[config.mk]
export PLATFORM = sky130hd
export DESIGN_NAME = pipa_cdu_cntr_req
export DESIGN_NICKNAME = d
export VERILOG_FILES = /design/src/rtl/pipa_cdu_cntr_req.sv
export SDC_FILE = /design/constraint.sdc
export NUM_CORES = 1
export LEC_CHECK = 0
export ABC_AREA = 1
export CAP_MARGIN = 20
export CORE_MARGIN = 1.5
export CORE_UTILIZATION = 45
export CTS_BUF_LIST = sky130_fd_sc_hd__clkbuf_8
export DETAILED_ROUTE_END_ITERATION = 8
export SYNTH_ARGS = -nofsm -noshare
export SYNTH_HDL_FRONTEND = slang
export SYNTH_SLANG_ARGS = --single-unit
[constraint.sdc]
create_clock -name CLOCK -period 3.7 [get_ports CLOCK]
set_clock_uncertainty 0.05 [all_clocks]
set_input_delay 0.555 -clock CLOCK [delete_from_list [all_inputs] [get_ports CLOCK]]
set_output_delay 0.555 -clock CLOCK [all_outputs]
set_load 0.02 [all_outputs]
[src/rtl/pipa_cdu_cntr_req.sv]
// PIPA/CDU counter-request sequencer.
// Synchronizes and edge-detects the twelve plus/minus increment lines,
// keeps a saturating signed backlog per channel, and issues one
// PINC/MINC request at a time to the counter-cycle logic in fixed priority.
module pipa_cdu_cntr_req #(
    parameter int NCH    = 6,
    parameter int SATMAX = 3
) (
    input  logic           CLOCK,
    input  logic           rst_,
    input  logic           PIPXP,
    input  logic           PIPXM,
    input  logic           PIPYP,
    input  logic           PIPYM,
    input  logic           PIPZP,
    input  logic           PIPZM,
    input  logic           CDUXP,
    input  logic           CDUXM,
    input  logic           CDUYP,
    input  logic           CDUYM,
    input  logic           CDUZP,
    input  logic           CDUZM,
    input  logic           CTACK,
    input  logic           GOJAM,
    input  logic           CLRLOST,
    output logic           CTREQ,
    output logic [2:0]     CTSEL,
    output logic           PINC,
    output logic           MINC,
    output logic [NCH-1:0] LOST,
    output logic           BUSY_
);

    typedef enum logic [1:0] {
        S_IDLE = 2'd0,
        S_REQ  = 2'd1,
        S_GAP  = 2'd2
    } state_t;

    // Line 2*ch is the plus pulse of channel ch, line 2*ch+1 the minus pulse.
    logic [2*NCH-1:0] raw;
    logic [2*NCH-1:0] sync1, sync2, sync3;
    logic [2*NCH-1:0] inc;

    logic [NCH-1:0][2:0] pend, pend_nxt;
    logic [NCH-1:0]      ovf;
    logic                ack_fire;

    state_t     state, state_nxt;
    logic [2:0] sel_nxt;
    logic       pinc_nxt, minc_nxt;
    logic [2:0] pick;
    logic       found;

    assign raw = {CDUZM, CDUZP, CDUYM, CDUYP, CDUXM, CDUXP,
                  PIPZM, PIPZP, PIPYM, PIPYP, PIPXM, PIPXP};

    // Two-stage synchronizer, edge-detect stage and registered one-cycle edge event.
    always_ff @(posedge CLOCK or negedge rst_) begin
        if (!rst_) begin
            sync1 <= '0;
            sync2 <= '0;
            sync3 <= '0;
            inc   <= '0;
        end else begin
            sync1 <= raw;
            sync2 <= sync1;
            sync3 <= sync2;
            inc   <= sync2 & ~sync3;
        end
    end

    // An ack only counts while a request is outstanding; GOJAM overrides it.
    assign ack_fire = (state == S_REQ) && CTACK && !GOJAM;

    // Backlog update: edge delta and ack delta are summed before clamping.
    always_comb begin
        int sum;
        sum      = 0;
        pend_nxt = pend;
        ovf      = '0;
        for (int unsigned ch = 0; ch < NCH; ch++) begin
            sum = int'($signed(pend[ch]));
            if (inc[2*ch] && !inc[2*ch+1]) begin
                sum = sum + 1;
            end else if (!inc[2*ch] && inc[2*ch+1]) begin
                sum = sum - 1;
            end
            if (ack_fire && (CTSEL == 3'(ch))) begin
                if (PINC) begin
                    sum = sum - 1;
                end else if (MINC) begin
                    sum = sum + 1;
                end
            end
            if (sum > SATMAX) begin
                pend_nxt[ch] = 3'(SATMAX);
                ovf[ch]      = !GOJAM;
            end else if (sum < -SATMAX) begin
                pend_nxt[ch] = 3'(-SATMAX);
                ovf[ch]      = !GOJAM;
            end else begin
                pend_nxt[ch] = 3'(sum);
            end
        end
    end

    // Backlog and sticky overflow flags; a new overflow beats CLRLOST.
    always_ff @(posedge CLOCK or negedge rst_) begin
        if (!rst_) begin
            pend <= '0;
            LOST <= '0;
        end else begin
            pend <= GOJAM ? '0 : pend_nxt;
            LOST <= (CLRLOST ? '0 : LOST) | ovf;
        end
    end

    // FSM state and latched request fields.
    always_ff @(posedge CLOCK or negedge rst_) begin
        if (!rst_) begin
            state <= S_IDLE;
            CTSEL <= '0;
            PINC  <= 1'b0;
            MINC  <= 1'b0;
        end else begin
            state <= state_nxt;
            CTSEL <= sel_nxt;
            PINC  <= pinc_nxt;
            MINC  <= minc_nxt;
        end
    end

    // Next state: pick lowest nonzero channel in IDLE, hold fields through REQ.
    always_comb begin
        state_nxt = state;
        sel_nxt   = CTSEL;
        pinc_nxt  = PINC;
        minc_nxt  = MINC;
        found     = 1'b0;
        pick      = '0;
        for (int unsigned ch = 0; ch < NCH; ch++) begin
            if (!found && (pend[ch] != '0)) begin
                found = 1'b1;
                pick  = 3'(ch);
            end
        end
        case (state)
            S_IDLE: begin
                if (found) begin
                    state_nxt = S_REQ;
                    sel_nxt   = pick;
                    pinc_nxt  = !pend[pick][2];
                    minc_nxt  = pend[pick][2];
                end
            end
            S_REQ: begin
                if (CTACK) begin
                    state_nxt = S_GAP;
                    pinc_nxt  = 1'b0;
                    minc_nxt  = 1'b0;
                end
            end
            S_GAP: begin
                state_nxt = S_IDLE;
            end
            default: begin
                state_nxt = S_IDLE;
            end
        endcase
        if (GOJAM) begin
            state_nxt = S_IDLE;
            pinc_nxt  = 1'b0;
            minc_nxt  = 1'b0;
        end
    end

    assign CTREQ = (state == S_REQ);
    assign BUSY_ = !((|pend) || CTREQ);

endmodule
# ---- After elaboration in Yosys (flattened, before gate mapping)
# Index checks and enable logic that the tools add are counted.
dict set report word_totals {
  reg_bits 79
  latch_bits 0
  mem_bits_rw 0
  mem_bits_ro 0
  inputBits 17
  output_inout_bits 13
  word_cells 202
  n_memories 0
}
dict set report classes {
  add_sub_neg 24
  multipliers 0
  div_mod_pow 0
  n_lt_le_gt_ge 13
  eq_ne 8
  n_shift 0
  n_mux 80
  bitwise 3
  reduce_logical 59
}
# cell n
set ops {}
lappend ops {{$mux W32} 30}
lappend ops {{$add A32 B2 Y32 const B} 6}
lappend ops {{$gt A32 B3 Y1 const B} 6}
lappend ops {{$lt A32 B3 Y1 const B} 6}
lappend ops {{$sub A32 B2 Y32 const B} 6}
lappend ops {{$mux W3} 15}
lappend ops {{$logic_and A1 B1 Y1} 25}
lappend ops {{$add A3 B2 Y4 const B} 6}
lappend ops {{$mux W1} 24}
lappend ops {{$sub A3 B2 Y4 const B} 6}
lappend ops {{$reduce_bool A3 Y1} 7}
lappend ops {{$logic_not A1 Y1} 20}
lappend ops {{$mux W18} 1}
lappend ops {{$reduce_or A18 Y1} 1}
lappend ops {{$and A12 B12 Y12} 1}
lappend ops {{$not A12 Y12} 1}
lappend ops {{$mux W2} 5}
lappend ops {{$bmux W3 S3} 1}
lappend ops {{$eq A3 B2 Y1 const B} 2}
lappend ops {{$eq A3 B3 Y1 const B} 2}
lappend ops {{$mux W6} 1}
lappend ops {{$ne A3 B3 Y1 const B} 2}
lappend ops {{$or A6 B6 Y6} 1}
lappend ops {{$lt A3 B4 Y1 const B} 1}
lappend ops {{9 further kinds} 11}

# ---- Depth between registers and ports, before layout
dict set report depth {
  word_depth 23
  mapped_depth 22
  ltp_nobuf 22
}

# ---- Worst setup path before layout
# OpenSTA, ideal clock, no wires.
dict set report synth_path {
  path_kind {flip-flop to flip-flop}
  start {reg pend[3] (netlist bit)}
  end {reg LOST[1]}
  setup_ns 0.126
  arrival_ns 2.463
  required_ns 3.524
  path_slack_ns 1.061
  stages_incl_launch_ff 18
  path_cell_list {dfrtp_1 inv_1 ha_1 or2_2 nand3_1 inv_1 ha_1 nand3_1 ha_1 nor2_1 nor2_1 a21o_1 nand2_1 nand2_1 nor2_1 nand2_1 nand3_1 nand3_1}
}
dict set report synth_between {
  elab_chain_len 11
}
# item line_no
set synth_lines {}
lappend synth_lines {{start, declared} 45} ;# logic [NCH-1:0][2:0] pend, pend_nxt;
lappend synth_lines {{start signal, assigned} 114} ;# pend <= GOJAM ? '0 : pend_nxt;
lappend synth_lines {{$sub A3 B2 Y4} 87} ;# sum = sum - 1;
lappend synth_lines {{$mux W32} 86} ;# end else if (!inc[2*ch] && inc[2*ch+1]) begin
lappend synth_lines {{$mux W32 *} 84} ;# if (inc[2*ch] && !inc[2*ch+1]) begin
lappend synth_lines {{$add A32 B2 Y32} 93} ;# sum = sum + 1;
lappend synth_lines {{$mux W32} 92} ;# end else if (MINC) begin
lappend synth_lines {{$mux W32} 90} ;# if (PINC) begin
lappend synth_lines {{$mux W32 *} 89} ;# if (ack_fire && (CTSEL == 3'(ch))) begin
lappend synth_lines {{$lt A32 B3 Y1} 99} ;# end else if (sum < -SATMAX) begin
lappend synth_lines {{$mux W1} 99}
lappend synth_lines {{$mux W1 *} 96} ;# if (sum > SATMAX) begin
lappend synth_lines {{$or A6 B6 Y6 *} 115} ;# LOST <= (CLRLOST ? '0 : LOST) | ovf;
lappend synth_lines {{end signal, assigned} 115}
lappend synth_lines {{end, declared} 30} ;# output logic [NCH-1:0] LOST,
# Mark *: on every way between the ends. The rest lies on a longest branch, timed or not.
# A chain may end at the register's enable or synchronous reset.

# ---- Worst setup path in the final report
dict set report layout_path {
  start {reg pend[15] (netlist bit)}
  end {out BUSY_}
}
dict set report layout_between {
  elab_chain_len 3
}
# item line_no
set layout_lines {}
lappend layout_lines {{$reduce_or A18 Y1} 179} ;# assign BUSY_ = !((|pend) || CTREQ);
lappend layout_lines {{$logic_or A1 B1 Y1} 179}
lappend layout_lines {{$logic_not A1 Y1} 179}
lappend layout_lines {{end, declared} 31} ;# output logic BUSY_
# No other way between the ends.

==> results by stage <==
Final layout:
- The finished layout cell area is 8190 sq um.
- Leaving out fill and tap cells, the most frequent cell in the layout is sky130_fd_sc_hd__nand2_1.
- From synthesis to final layout, the design area changed by 9.08%.
- The top cell types in the final layout, fill and taps aside, are sky130_fd_sc_hd__nand2_1, sky130_fd_sc_hd__nor2_1, sky130_fd_sc_hd__nand3_1.
- The share of cells above drive strength 1 is 0.0631.
- The net count reported at finish is 1278.
- The number of diodes added for antenna fixing is 0.

Worst setup path:
- The worst setup path is launched from a register.
- The worst-path maximum fanout is 4.
- On the critical path the largest part of the delay comes from simple AND/OR/NAND/NOR gates.
- At the worst endpoint, the arrival time is 2500 ps.
- The cell occurring most often along the worst timing path is sky130_fd_sc_hd__nor4_1.
- Traced cell by cell, the critical path runs through nor2_1 -> nand3_1 -> nor4_1 -> nand4_1 -> nor4_1 -> clkdlybuf4s50_1.
- STA classifies the critical path endpoint as an output pin.
- The type of the worst setup path is register to output pin.
- The number of gates on the worst path with buffers counted is 6.
- At the worst endpoint, the required time is 3090 ps.
- The critical path's slowest cell is sky130_fd_sc_hd__clkdlybuf4s50_1.
- The number of buffer and inverter stages on the critical path is 1.
- The delay contributed by the slowest stage of the critical path is 700 ps.
- The number of cells on the worst reg-to-reg path is 18.

Floorplan:
- Measured along the x axis, the die boundary spans 132 um.
- The effective utilization at floorplan is 0.456.
- In this run the count of I/O pins placed on the die edge is 30.
- The die covers 17500 sq um.
- The initialized floorplan defines 47 standard-cell rows.
- The die is 132 um tall.
- The total area inside the core boundary comes to 16500 sq um.

Power:
- IR analysis of the VDD net gives a maximum drop of 0.320 mV.
- Dividing total power by cell area gives a power density of 660 nW/um^2.
- Power comes to 5410 uW.
- The leakage power is 0.00434 uW.

Drt:
- The mean routed wirelength per cell is 13.3 um.
- Dividing the detail-routed via count by the number of cells gives 5.03.
- The number of remaining DRC errors is 0.
- The count of nets left with antenna violations after detail routing is 0.
- The final layout contains routed wiring with a total length of 18.6 mm.
- The number of search-and-repair iterations in the first detailed-routing pass is 5.
- The detailed-route via count is 7004.
- The number of design-rule violations left by the first detailed-router iteration is 412.

Clock tree:
- The tree built by TritonCTS fans out to 79 sinks.
- The number of clock buffers added by TritonCTS is 9.
- After clock tree synthesis, the clock-pin slew on the worst setup and hold paths is 90 ps.
- Post-CTS repair changed the size of 0 cells.
- Post-CTS timing repair inserted 0 buffers for setup.
- In this run the deepest clock path goes through 2 buffers.
- The clock tree from TritonCTS is yes.
- The buffer cell driving the clock tree root is sky130_fd_sc_hd__clkbuf_8.
- At the later pin of the worst-skew pair, clock insertion delay measures 380 ps.
- The H-tree was split into 3 levels.

Flow run:
- Across the run, the number of max-cap violations was 0.

Logic synthesis:
- The average instance in the mapped netlist occupies 6.56 sq um.
- After synthesis, the largest family of logic cells by area is simple AND/OR/NAND/NOR gates.
- Synthesis instantiated 41 different standard cells from the library.
- In this run, synthesis produced a sequential element count of 79.
- The commonest register cell after synthesis is sky130_fd_sc_hd__dfrtp_1.
- Of the total synthesized cell area, the portion taken by AND, OR, NAND and NOR gates is 0.396.
- The post-synth design cell area is 7510 sq um.
- The share of the synthesized area in compound gates (AO/OA/AOI/OAI) was 0.0785.
- Of the total synthesized cell area, the portion taken by full adders, half adders and majority gates is 0.157.
- In the synthesized netlist the async set-or-reset flop fraction comes to 1.00.
- The number of warnings printed during yosys synthesis is 0.
- The mux cell area share after synthesis is 0.
- The number of nets in the synthesized netlist is 1256.
- Synthesis handed over a netlist of 1145 instances.
- Counting flops with a built-in enable in the synthesized netlist gives 0.
- The xor/xnor cell area share of the yosys netlist is 0.0157.
- The share of synthesized area occupied by flip-flops and latches is 0.263.

Placed design:
- The final weighted congestion in routability-driven placement is 0.891.
- The count of buffers added on input and output ports is 29.
- The post-placement cell area is 7950 sq um.
- The half-perimeter wire length after detailed placement is 13.8 mm.

Timing:
- Setup repair after global routing left no endpoint under its margin.
- The number of failing hold endpoints at the final stage is 0.
- Dividing the final minimum period by the clock period gives 0.839.
- The final-report max-slew violation count is 0.
- Subtracting the final worst setup slack from the clock period gives 3110 ps.
- Setup total negative slack on the finished layout was measured at 0 ps.
- Setup violations remaining at the end of the flow were counted as 0.
- The pin slew with the least headroom to its limit is 618 ps.
- In this run the tightest slew margin relative to its limit is 0.587.
- The highest clock frequency the design can meet is 322 MHz.

GRT:
- Across every metal layer, demand over resource in global routing totals 0.218.
- Entering global routing, the biggest net connects 80 pins.
- The initial antenna violation count was 0.
- The via count of the first global-routing pass was 6220.
- The first global-routing pass estimated 30.7 mm of wire.
- The aggregate global routing overflow is 0.

Min path:
- The worst hold-check path type is register to register.
- The cell depth of the worst min-delay path is 0.

Outcome:
- The flow ran to the end, and the final reports show no timing, DRC or antenna violations.
==> timing repair <==
item,CTS,global route
hold buffers,0,1
endpoints found under the setup margin,0,0
endpoints found under the hold margin,0,14
==> power by group <==
group | internal (uW) | switching, uW | leakage [uW]
clock | 318 | 356 | 0.000101
combinational | 1220 | 2350 | 0.00327
sequential | 1020 | 143 | 0.000963
==> registers in the layout, indices dropped and copies added (netlist names), 2 cells and up <==
register and flops:
inc 12, pend 18, CTSEL 3, sync2 12, sync3 12, LOST 6, sync1 12, state 2
==> cells in the mapped netlist (2+ instances only) <==
master,n,area share
sky130_fd_sc_hd__nand4_1,13,0.011
sky130_fd_sc_hd__nand2_4,4,0.0060
sky130_fd_sc_hd__o211ai_1,10,0.010
sky130_fd_sc_hd__o21ai_0,29,0.019
sky130_fd_sc_hd__xor2_2,4,0.0087
sky130_fd_sc_hd__inv_1,122,0.061
sky130_fd_sc_hd__a21oi_1,50,0.033
sky130_fd_sc_hd__nand3_4,2,0.0047
sky130_fd_sc_hd__nand2_1,328,0.16
sky130_fd_sc_hd__nand3_1,133,0.089
sky130_fd_sc_hd__ha_1,94,0.16
sky130_fd_sc_hd__buf_1,2,0.0010
sky130_fd_sc_hd__or2_2,10,0.0083
sky130_fd_sc_hd__a21oi_2,4,0.0047
sky130_fd_sc_hd__dfrtp_1,79,0.26
sky130_fd_sc_hd__o21ai_1,3,0.0020
sky130_fd_sc_hd__nor2_1,192,0.096
sky130_fd_sc_hd__clkbuf_1,5,0.0025
sky130_fd_sc_hd__buf_6,5,0.0075
sky130_fd_sc_hd__buf_2,11,0.0073
sky130_fd_sc_hd__nand2_2,7,0.0058
sky130_fd_sc_hd__xnor2_1,2,0.0023
sky130_fd_sc_hd__xor2_1,4,0.0047
sky130_fd_sc_hd__nor2_4,2,0.0030
sky130_fd_sc_hd__nor2_2,2,0.0017
sky130_fd_sc_hd__inv_2,7,0.0035
sky130_fd_sc_hd__nor4_1,2,0.0017
sky130_fd_sc_hd__o21ai_2,2,0.0023
sky130_fd_sc_hd__buf_4,5,0.0050
==> through the flow <==
stage                     worst slack (ps)  instances   util  hold WS [ps]
after global routing                   361       1392  0.497           312
after floorplan                       1060       1145      -           209
final                                  595       1392  0.497           303
after detailed placement               711       1374  0.483           286
after CTS                              539       1390  0.495           305
after global placement                 701       1374  0.483           282
==> worst reg2reg max path: cells and delay by family, from the launching register on <==
kind	cells	cell delay, ps
AND/OR/NAND/NOR	14	1390
adder cells (fa/ha/maj)	2	600
flip-flops	1	410
XOR/XNOR	1	310
buffers and inverters	1	100
==> per-layer routing <==
metal,track usage,vias to the layer above,share of wire
met3,0.0304,21,0.036
met5,0,-,0
met2,0.345,138,0.44
li1,-,3692,-
met1,0.310,3153,0.51
met4,0.0623,0,0.014
==> worst paths after layout <==
path	startpoint	endpoint	slack, ps
min in group asynchronous	rst_	sync3[1]	520
min reg2reg	sync1[9]	sync2[9]	300
min	sync1[9]	sync2[9]	300
max reg2reg	inc[1]	pend[1]	770
max in group asynchronous	rst_	pend[2]	2480
max	pend[15]	BUSY_	590
==> cells by family (layout without fill, tap and decap cells) <==
logic type / count (synthesis) / count (layout)
buf+inv: 158 / 185
compound gates: 105 / 105
fa+ha+maj: 94 / 94
flops: 79 / 79
simple gates: 699 / 699
xor+xnor: 10 / 10
==> final cells by class <==
type	instances	area [sq um]
clock buffers	9	124
well taps	220	275
inverters	129	484
repair buffers	40	393
flip-flops and latches	79	1980
multi-input cells	908	4860
fillers	1738	8280
clock inverters	7	77.6
Power figures use the tool's default switching activity.
